File: config.mk
export PLATFORM = sky130hd
export DESIGN_NAME = pipe_result_collector
export DESIGN_NICKNAME = d
export VERILOG_FILES = /design/src/rtl/pipe_pkg.sv /design/src/rtl/sync_fifo_fwft.sv /design/src/rtl/pipe_result_collector.sv
export SDC_FILE = /design/constraint.sdc
export NUM_CORES = 1
export LEC_CHECK = 0
export BUFFER_PORTS_ARGS = -buffer_cell sky130_fd_sc_hd__buf_2
export CAP_MARGIN = 10
export CELL_PAD_IN_SITES_DETAIL_PLACEMENT = 1
export CELL_PAD_IN_SITES_GLOBAL_PLACEMENT = 2
export CORE_ASPECT_RATIO = 0.7
export CORE_MARGIN = 3
export CORE_UTILIZATION = 41
export CTS_BUF_LIST = sky130_fd_sc_hd__clkbuf_8
export CTS_CLUSTER_SIZE = 24
export DETAILED_ROUTE_END_ITERATION = 6
export GPL_ROUTABILITY_DRIVEN = 0
export PLACE_DENSITY = 0.78
export SLEW_MARGIN = 20
export SYNTH_ARGS = -nofsm -noshare
export SYNTH_HDL_FRONTEND = slang
export SYNTH_HIERARCHICAL = 1
export SYNTH_SLANG_ARGS = --single-unit
File: constraint.sdc
create_clock -name clk -period 2.3 [get_ports clk]
set_input_delay 0.46 -clock clk [delete_from_list [all_inputs] [get_ports clk]]
set_output_delay 0.46 -clock clk [all_outputs]
set_load 0.005 [all_outputs]
File: src/rtl/pipe_pkg.sv
// Shared constants and types for the pipe_ex pipeline and its result collector.
// N and LAT must track the pipe_ex datapath width and latency.
package pipe_pkg;
  localparam int N     = 10;
  localparam int LAT   = 3;
  localparam int DEPTH = 4;
  localparam int PTR_W = $clog2(DEPTH);

  typedef logic [N-1:0] result_t;
endpackage

File: src/rtl/sync_fifo_fwft.sv
// First-word-fall-through FIFO: the head word is always on o_rdata, and o_valid
// is driven from the registered occupancy count.
module sync_fifo_fwft
  import pipe_pkg::*;
#(
  parameter int W = N,
  parameter int D = DEPTH
) (
  input  logic         clk,
  input  logic         rst,
  input  logic         i_wr,
  input  logic [W-1:0] i_wdata,
  input  logic         i_rd,
  output logic [W-1:0] o_rdata,
  output logic         o_valid,
  output logic         o_full
);
  localparam int PW = $clog2(D);

  logic [W-1:0] r_mem [D];
  logic [PW-1:0] r_wr_ptr;
  logic [PW-1:0] r_rd_ptr;
  logic [PW:0]   r_occ;
  logic          w_pop;

  assign o_valid = (r_occ != '0);
  assign o_full  = (r_occ == (PW+1)'(D));
  assign w_pop   = i_rd & o_valid;
  assign o_rdata = r_mem[r_rd_ptr];

  // The caller only writes when there is room or a pop frees a slot this edge;
  // with both on a full FIFO the write reuses the slot being popped.
  always_ff @(posedge clk or posedge rst) begin
    if (rst) begin
      r_wr_ptr <= '0;
      r_rd_ptr <= '0;
      r_occ    <= '0;
      for (int i = 0; i < D; i++) r_mem[i] <= '0;
    end else begin
      if (i_wr) begin
        r_mem[r_wr_ptr] <= i_wdata;
        r_wr_ptr        <= r_wr_ptr + 1'b1;
      end
      if (w_pop) r_rd_ptr <= r_rd_ptr + 1'b1;
      r_occ <= r_occ + (PW+1)'(i_wr) - (PW+1)'(w_pop);
    end
  end
endmodule

File: src/rtl/pipe_result_collector.sv
// Collects pipe_ex results: a valid delay line marks which F samples are real,
// accepted ones go into an FWFT FIFO and feed a running sum and result count.
module pipe_result_collector
  import pipe_pkg::*;
#(
  parameter int N     = pipe_pkg::N,
  parameter int LAT   = pipe_pkg::LAT,
  parameter int DEPTH = pipe_pkg::DEPTH,
  parameter int SW    = 16,
  parameter int CW    = 8
) (
  input  logic          clk,
  input  logic          rst,
  input  logic          issue_valid,
  input  logic [N-1:0]  f_in,
  output logic [N-1:0]  out_data,
  output logic          out_valid,
  input  logic          out_ready,
  output logic          full,
  output logic [SW-1:0] sum,
  output logic [CW-1:0] count,
  output logic          drop_err,
  output logic          sum_ovf
);
  logic [LAT-1:0] r_dly;
  logic [SW-1:0]  r_sum;
  logic [CW-1:0]  r_count;
  logic           r_drop_err;
  logic           r_sum_ovf;

  logic           w_cap;
  logic           w_pop;
  logic           w_wr;
  logic [SW:0]    w_sum_ext;

  assign w_cap     = r_dly[LAT-1];
  assign w_pop     = out_valid & out_ready;
  assign w_wr      = w_cap & (~full | w_pop);
  assign w_sum_ext = {1'b0, r_sum} + {1'b0, SW'(f_in)};

  sync_fifo_fwft #(.W(N), .D(DEPTH)) u_fifo (
    .clk     (clk),
    .rst     (rst),
    .i_wr    (w_wr),
    .i_wdata (f_in),
    .i_rd    (out_ready),
    .o_rdata (out_data),
    .o_valid (out_valid),
    .o_full  (full)
  );

  always_ff @(posedge clk or posedge rst) begin
    if (rst) begin
      r_dly      <= '0;
      r_sum      <= '0;
      r_count    <= '0;
      r_drop_err <= 1'b0;
      r_sum_ovf  <= 1'b0;
    end else begin
      r_dly <= {r_dly[LAT-2:0], issue_valid};
      if (w_wr) begin
        r_sum <= w_sum_ext[SW-1:0];
        if (w_sum_ext[SW]) r_sum_ovf <= 1'b1;
        if (r_count != '1) r_count <= r_count + 1'b1;
      end
      if (w_cap & ~w_wr) r_drop_err <= 1'b1;
    end
  end

  assign sum      = r_sum;
  assign count    = r_count;
  assign drop_err = r_drop_err;
  assign sum_ovf  = r_sum_ovf;
endmodule

After elaboration in Yosys (flattened, before gate mapping)
Index checks and enable logic that the tools add are counted.

$add $sub $neg: 6. $mul: 0. Div/mod/pow operators: 0. Order comparisons: 3. Equal/unequal tests: 2. Shift operators: 0. Multiplexer cells: 6. Bitwise gates (word level): 8. Reductions and logical operators: 4.

Operator list (number): 40-bit bitwise mux (1); 10-bit two-way mux (3); 10-bit binary-select mux with 2-bit select (1); 10-bit demux with 2-bit select (1); 16-bit by 10-bit adder with 17-bit output (1); 8-bit by 1-bit adder with 8-bit output, second input constant (1); 8-bit != test, second input constant (1); 3-bit >= comparator, second input constant (2); 2-bit NOT with 3-bit output (2); 2-bit by 1-bit adder with 2-bit output, second input constant (2); 2-bit AND reduction (2); 3-bit by 1-bit adder with 3-bit output (1); 1-bit AND (3); 3-bit == test, second input constant (1); 3-bit by 1-bit < comparator with 1-bit output, second input constant (1); 3-bit nonzero test (1); 3-bit by 1-bit subtractor with 3-bit output (1); 1-bit NOT (2); 1-bit logical AND (1); 1-bit bitwise OR (1).

Register bits: 76. Latch bits: 0. Memory bits (writable): 0. Bits in read-only memories: 0. Bits of input ports: 14. Memories: 0.

Depth between registers and ports, before layout
Depth after elaboration: 6. Gate-level depth with buffers: 9. Gate-level depth less buffers: 9.

Cells and area by module
Netlist, hierarchy kept.

Modules (own cells, without submodules): sync_fifo_fwft (instances 1, cells an instance 129, area an instance 2123.3 µm²); pipe_result_collector (instances 1, cells an instance 154, area an instance 1637.8 µm²).

Worst setup path before layout
No wires, ideal clock.

Path type: register to register. Start point: reg u_fifo.r_occ[1]. End point: reg u_fifo/r_mem[0] (netlist bit). Setup time: 0.125 ns. Data arrival time: 1.991 ns. Required time: 2.175 ns. Setup slack: 0.184 ns. Stages on the path, launching flop included: 8. Path buffers: 1. Clock period less this slack: 2.116 ns. Cell sequence: dfrtp_1 or3_1 a21boi_4 nand2b_1 inv_1 buf_4 nand2_2 mux2_2.

Cells in the longest elaborated chain, start to end: 4. Elaborated cells on any way between the ends: 6. Classes of those cells: eq/ne (1); bitwise (4); reduce/logical (1).

RTL lines: start, declared (RTL line sync_fifo_fwft.sv:23) `logic [PW:0] r_occ;`; start signal, assigned (RTL line sync_fifo_fwft.sv:45) `r_occ <= r_occ + (PW+1)'(i_wr) - (PW+1)'(w_pop);`; 3-bit nonzero test (RTL line sync_fifo_fwft.sv:26) `assign o_valid = (r_occ != '0);`; net out_valid (RTL line pipe_result_collector.sv:17) `output logic out_valid,`; 1-bit AND (RTL line pipe_result_collector.sv:37) `assign w_pop = out_valid & out_ready;`; 1-bit bitwise OR (RTL line pipe_result_collector.sv:38) `assign w_wr = w_cap & (~full | w_pop);`; 1-bit AND (RTL line pipe_result_collector.sv:38); net w_wr (RTL line pipe_result_collector.sv:33) `logic w_wr;`; end signal, assigned by index (RTL line sync_fifo_fwft.sv:41) `r_mem[r_wr_ptr] <= i_wdata;`; end, declared (RTL line sync_fifo_fwft.sv:20) `logic [W-1:0] r_mem [D];`.

The timed path passes the listed nets, and every way through them passes these cells. A chain may end at the register's enable or synchronous reset.

Worst setup path after layout
Start point: reg u_fifo.r_rd_ptr[0]. End point: out out_data[9].

Cells in the longest elaborated chain, start to end: 4.

RTL lines: start, declared (RTL line sync_fifo_fwft.sv:22) `logic [PW-1:0] r_rd_ptr;`; start signal, assigned (RTL line sync_fifo_fwft.sv:44) `if (w_pop) r_rd_ptr <= r_rd_ptr + 1'b1;`; 2-bit NOT with 3-bit output (implied by the code) (RTL line sync_fifo_fwft.sv:29) `assign o_rdata = r_mem[r_rd_ptr];`; 10-bit binary-select mux with 2-bit select (RTL line sync_fifo_fwft.sv:29); 10-bit two-way mux (implied by the code) (2 in series) (RTL line sync_fifo_fwft.sv:29); end, declared (RTL line pipe_result_collector.sv:16) `output logic [N-1:0] out_data,`.

No other way between the ends. The select of a mux whose other input is x is not followed.

==> flow_summary.ini <==
[outcome]
status = complete, no violations

[place]
dp_cells = 469
hpwl_um = 6080
numPortBuffers = 51
postPlaceCellArea_um2 = 4280

[synthesis]
yosys.area.top_type = dfrtp_1
synth_async_sr_flop_share_pct = 100
synth_area_leaders = dfrtp_1, mux2_2, ha_1, mux4_2, xnor2_1
synth.distinct_cells = 46
avgSynthCellArea_um2 = 13.3
yosysSeqAreaShare_pct = 50.6
ys_ff_latch = 76
synth_nets = 316
synthCells = 283
yosys.area.top_type_share_pct = 50.6
yosys_warnings = 6
netlist_area_um2 = 3760
synth_edf_count = 0
ys.flop_type = dfrtp_1

[grt]
grt_pass1_wl_um = 14400
antenna_found_initial = 0
grt_max_degree = 48
globalRouteTotalUtil_pct = 18.0
grt_pass1_vias = 2717
grt_overflow = 0

[clock_network]
numCtsBuffers = 9
clkTransAtPathRegs_ns = 0.07
clock_sinks = 76
worstSkewPairLatency_ns = 0.35
cts-hold-fix-buffers = 0
h-tree-depth = 3
root_buffer = clkbuf_8
ctsLongestPathBuffers = 2
cts_tree = yes
post_cts_resized = 1
cts_setup_buffers = 0

[worst_setup_path]
rr_worst_depth = 8
cp.required_ns = 1.84
worst_setup_path_start_kind = flop
cp.arrival_ns = 1.67
path_class = flop to primary output
end_kind = primary output
path_max_fanout = 10

[route]
final_antenna_net_count = 0
vias = 2531
drt-pass1-iter-count = 4
wl_um = 8360
avgViaCountPerCell = 5.22
avgRoutedWirePerCell_um = 17.2
drc = 0
drt_iter0_markers = 137

[timing]
rsz0062_at_grt = false
slew_viol_final = 0
min_period_over_period_pct = 92.8
final_hold_viol_count = 0
whs_ns = 0.184
fin_crit_ns = 2.13
worst_pin_slew_ns = 0.608
skew_ns = 0.00744
slew_headroom_pct = 59.4
fmax_mhz = 469
setup_viol = 0

[floorplanning]
die_x_um = 120
io_pins = 52
coreArea_um2 = 8690
dieHeight_um = 86.1
start_util_pct = 43.3
rows = 28
dieArea_um2 = 10400

[layout]
final_area_um2 = 4500
fin_nets = 393
final.fill_count = 930
fin_util_pct = 51.8
num_antenna_cells = 0
multi_input_area_um2 = 1770
stdcell_count = 485
regArea_um2 = 1900
layout-drive-gt1-share_pct = 43.6
synthToLayoutAreaGrowth_pct = 19.6

[power_and_ir_drop]
peakVddDrop_v = 0.000525
power_density_nw_per_um2 = 1420
total_power_mw = 6.38
p_leak_nw = 2.11

[flow_run]
maxCapViolCount = 0

[min_path]
hp-class = input port to asynchronous set/reset pin
[placed cells by master, fill, tap and decap left out, types with 2 or more instances in the layout]
| cell type | instances |
|---|---|
| mux4_2 | 7 |
| nand3_2 | 3 |
| xnor2_1 | 13 |
| xor2_1 | 11 |
| ha_1 | 17 |
| nand2_1 | 21 |
| a21oi_1 | 6 |
| and4_4 | 2 |
| buf_2 | 51 |
| buf_4 | 21 |
| nor2_1 | 2 |
| o21ai_0 | 9 |
| nand2_2 | 4 |
| mux2_2 | 42 |
| mux4_1 | 3 |
| dfrtp_1 | 75 |
| inv_1 | 13 |
| fa_1 | 2 |
| nand4_1 | 3 |
| clkbuf_8 | 11 |
| o21bai_1 | 3 |
| clkinv_2 | 4 |
| nand3_1 | 4 |
| nor3b_1 | 2 |
| a2111oi_1 | 2 |
| and3_1 | 7 |
[path summary, 6_finish.rpt]
path                                         start               to  slack, ns
worst max-delay path            u_fifo/r_rd_ptr[0]      out_data[9]       0.17
worst min-delay path                           rst         r_dly[0]       0.18
worst max register to register     u_fifo/r_occ[1]  u_fifo/r_occ[1]       0.18
worst min register to register            r_dly[0]         r_dly[1]       0.35
max in group asynchronous                      rst  u_fifo/r_occ[1]       1.61
min in group clk                       issue_valid         r_dly[0]       0.21
[sequential cells by signal, indices dropped and copies added (netlist names)]
signal           cells
r_dly                3
u_fifo/r_wr_ptr      2
sum_ovf              1
u_fifo/r_occ         3
drop_err             1
u_fifo/r_rd_ptr      2
u_fifo/r_mem        40
count                8
sum                 16
[synthesized netlist by cell type (3+ instances only)]
master	number
xnor2_1	13
xor2_1	11
o21bai_1	3
mux4_1	3
mux2_2	42
nand3_2	3
nor3b_1	3
and3_1	7
dfrtp_1	76
ha_1	17
o21ai_0	9
inv_1	15
nand2_2	4
nand3_1	4
nand2_1	21
a21oi_1	7
nand4_1	3
mux4_2	7
[through the flow]
stage                     setup WS [ns]  TNS [ns]
after global placement          0.00310         0
after floorplan                   0.184         0
final                             0.166         0
after global routing            0.00240         0
after CTS                        0.0992         0
after detailed placement        -0.0462   -0.0462
[per-layer routing]
layer,global-route usage [%],vias to the layer above,routed length (µm)
li1,-,1174,-
met1,25.2,1298,4030
met2,27.5,47,3820
met3,4.88,12,393
met4,5.56,0,112
met5,0,-,0
[kinds of logic (layout without fill, tap and decap cells)]
kind of cell    after synthesis  after routing  share of synthesized area (%)
flops                        76             76                           50.6
simple gates                 54             54                           8.02
mux                          52             52                           18.9
compound gates               37             37                           7.59
xor+xnor                     24             24                           5.59
buf+inv                      21            103                           2.66
fa+ha+maj                    19             19                           6.72
[report_power, final]
| part | switching [mW] | internal, mW | total (mW) |
|---|---|---|---|
| Clock | 0.490 | 0.553 | 1.04 |
| Combinational | 1.30 | 1.61 | 2.91 |
| Sequential | 0.464 | 1.97 | 2.43 |
| Total | 2.25 | 4.13 | 6.38 |
[final cells by class]
class,instances,area share [%]
multi-input cells,186,39.4
flip-flops and latches,76,42.3
repair buffers,72,9.18
inverters,15,1.25
well taps,120,3.34
clock inverters,5,1.11
clock buffers,11,3.37
[critical path, stage by stage (launching register included)]
cell	delay (ns)
dfrtp_1	0.38
buf_4	0.24
mux4_1	0.57
buf_2	0.14
(Power assumes the default switching activity.)
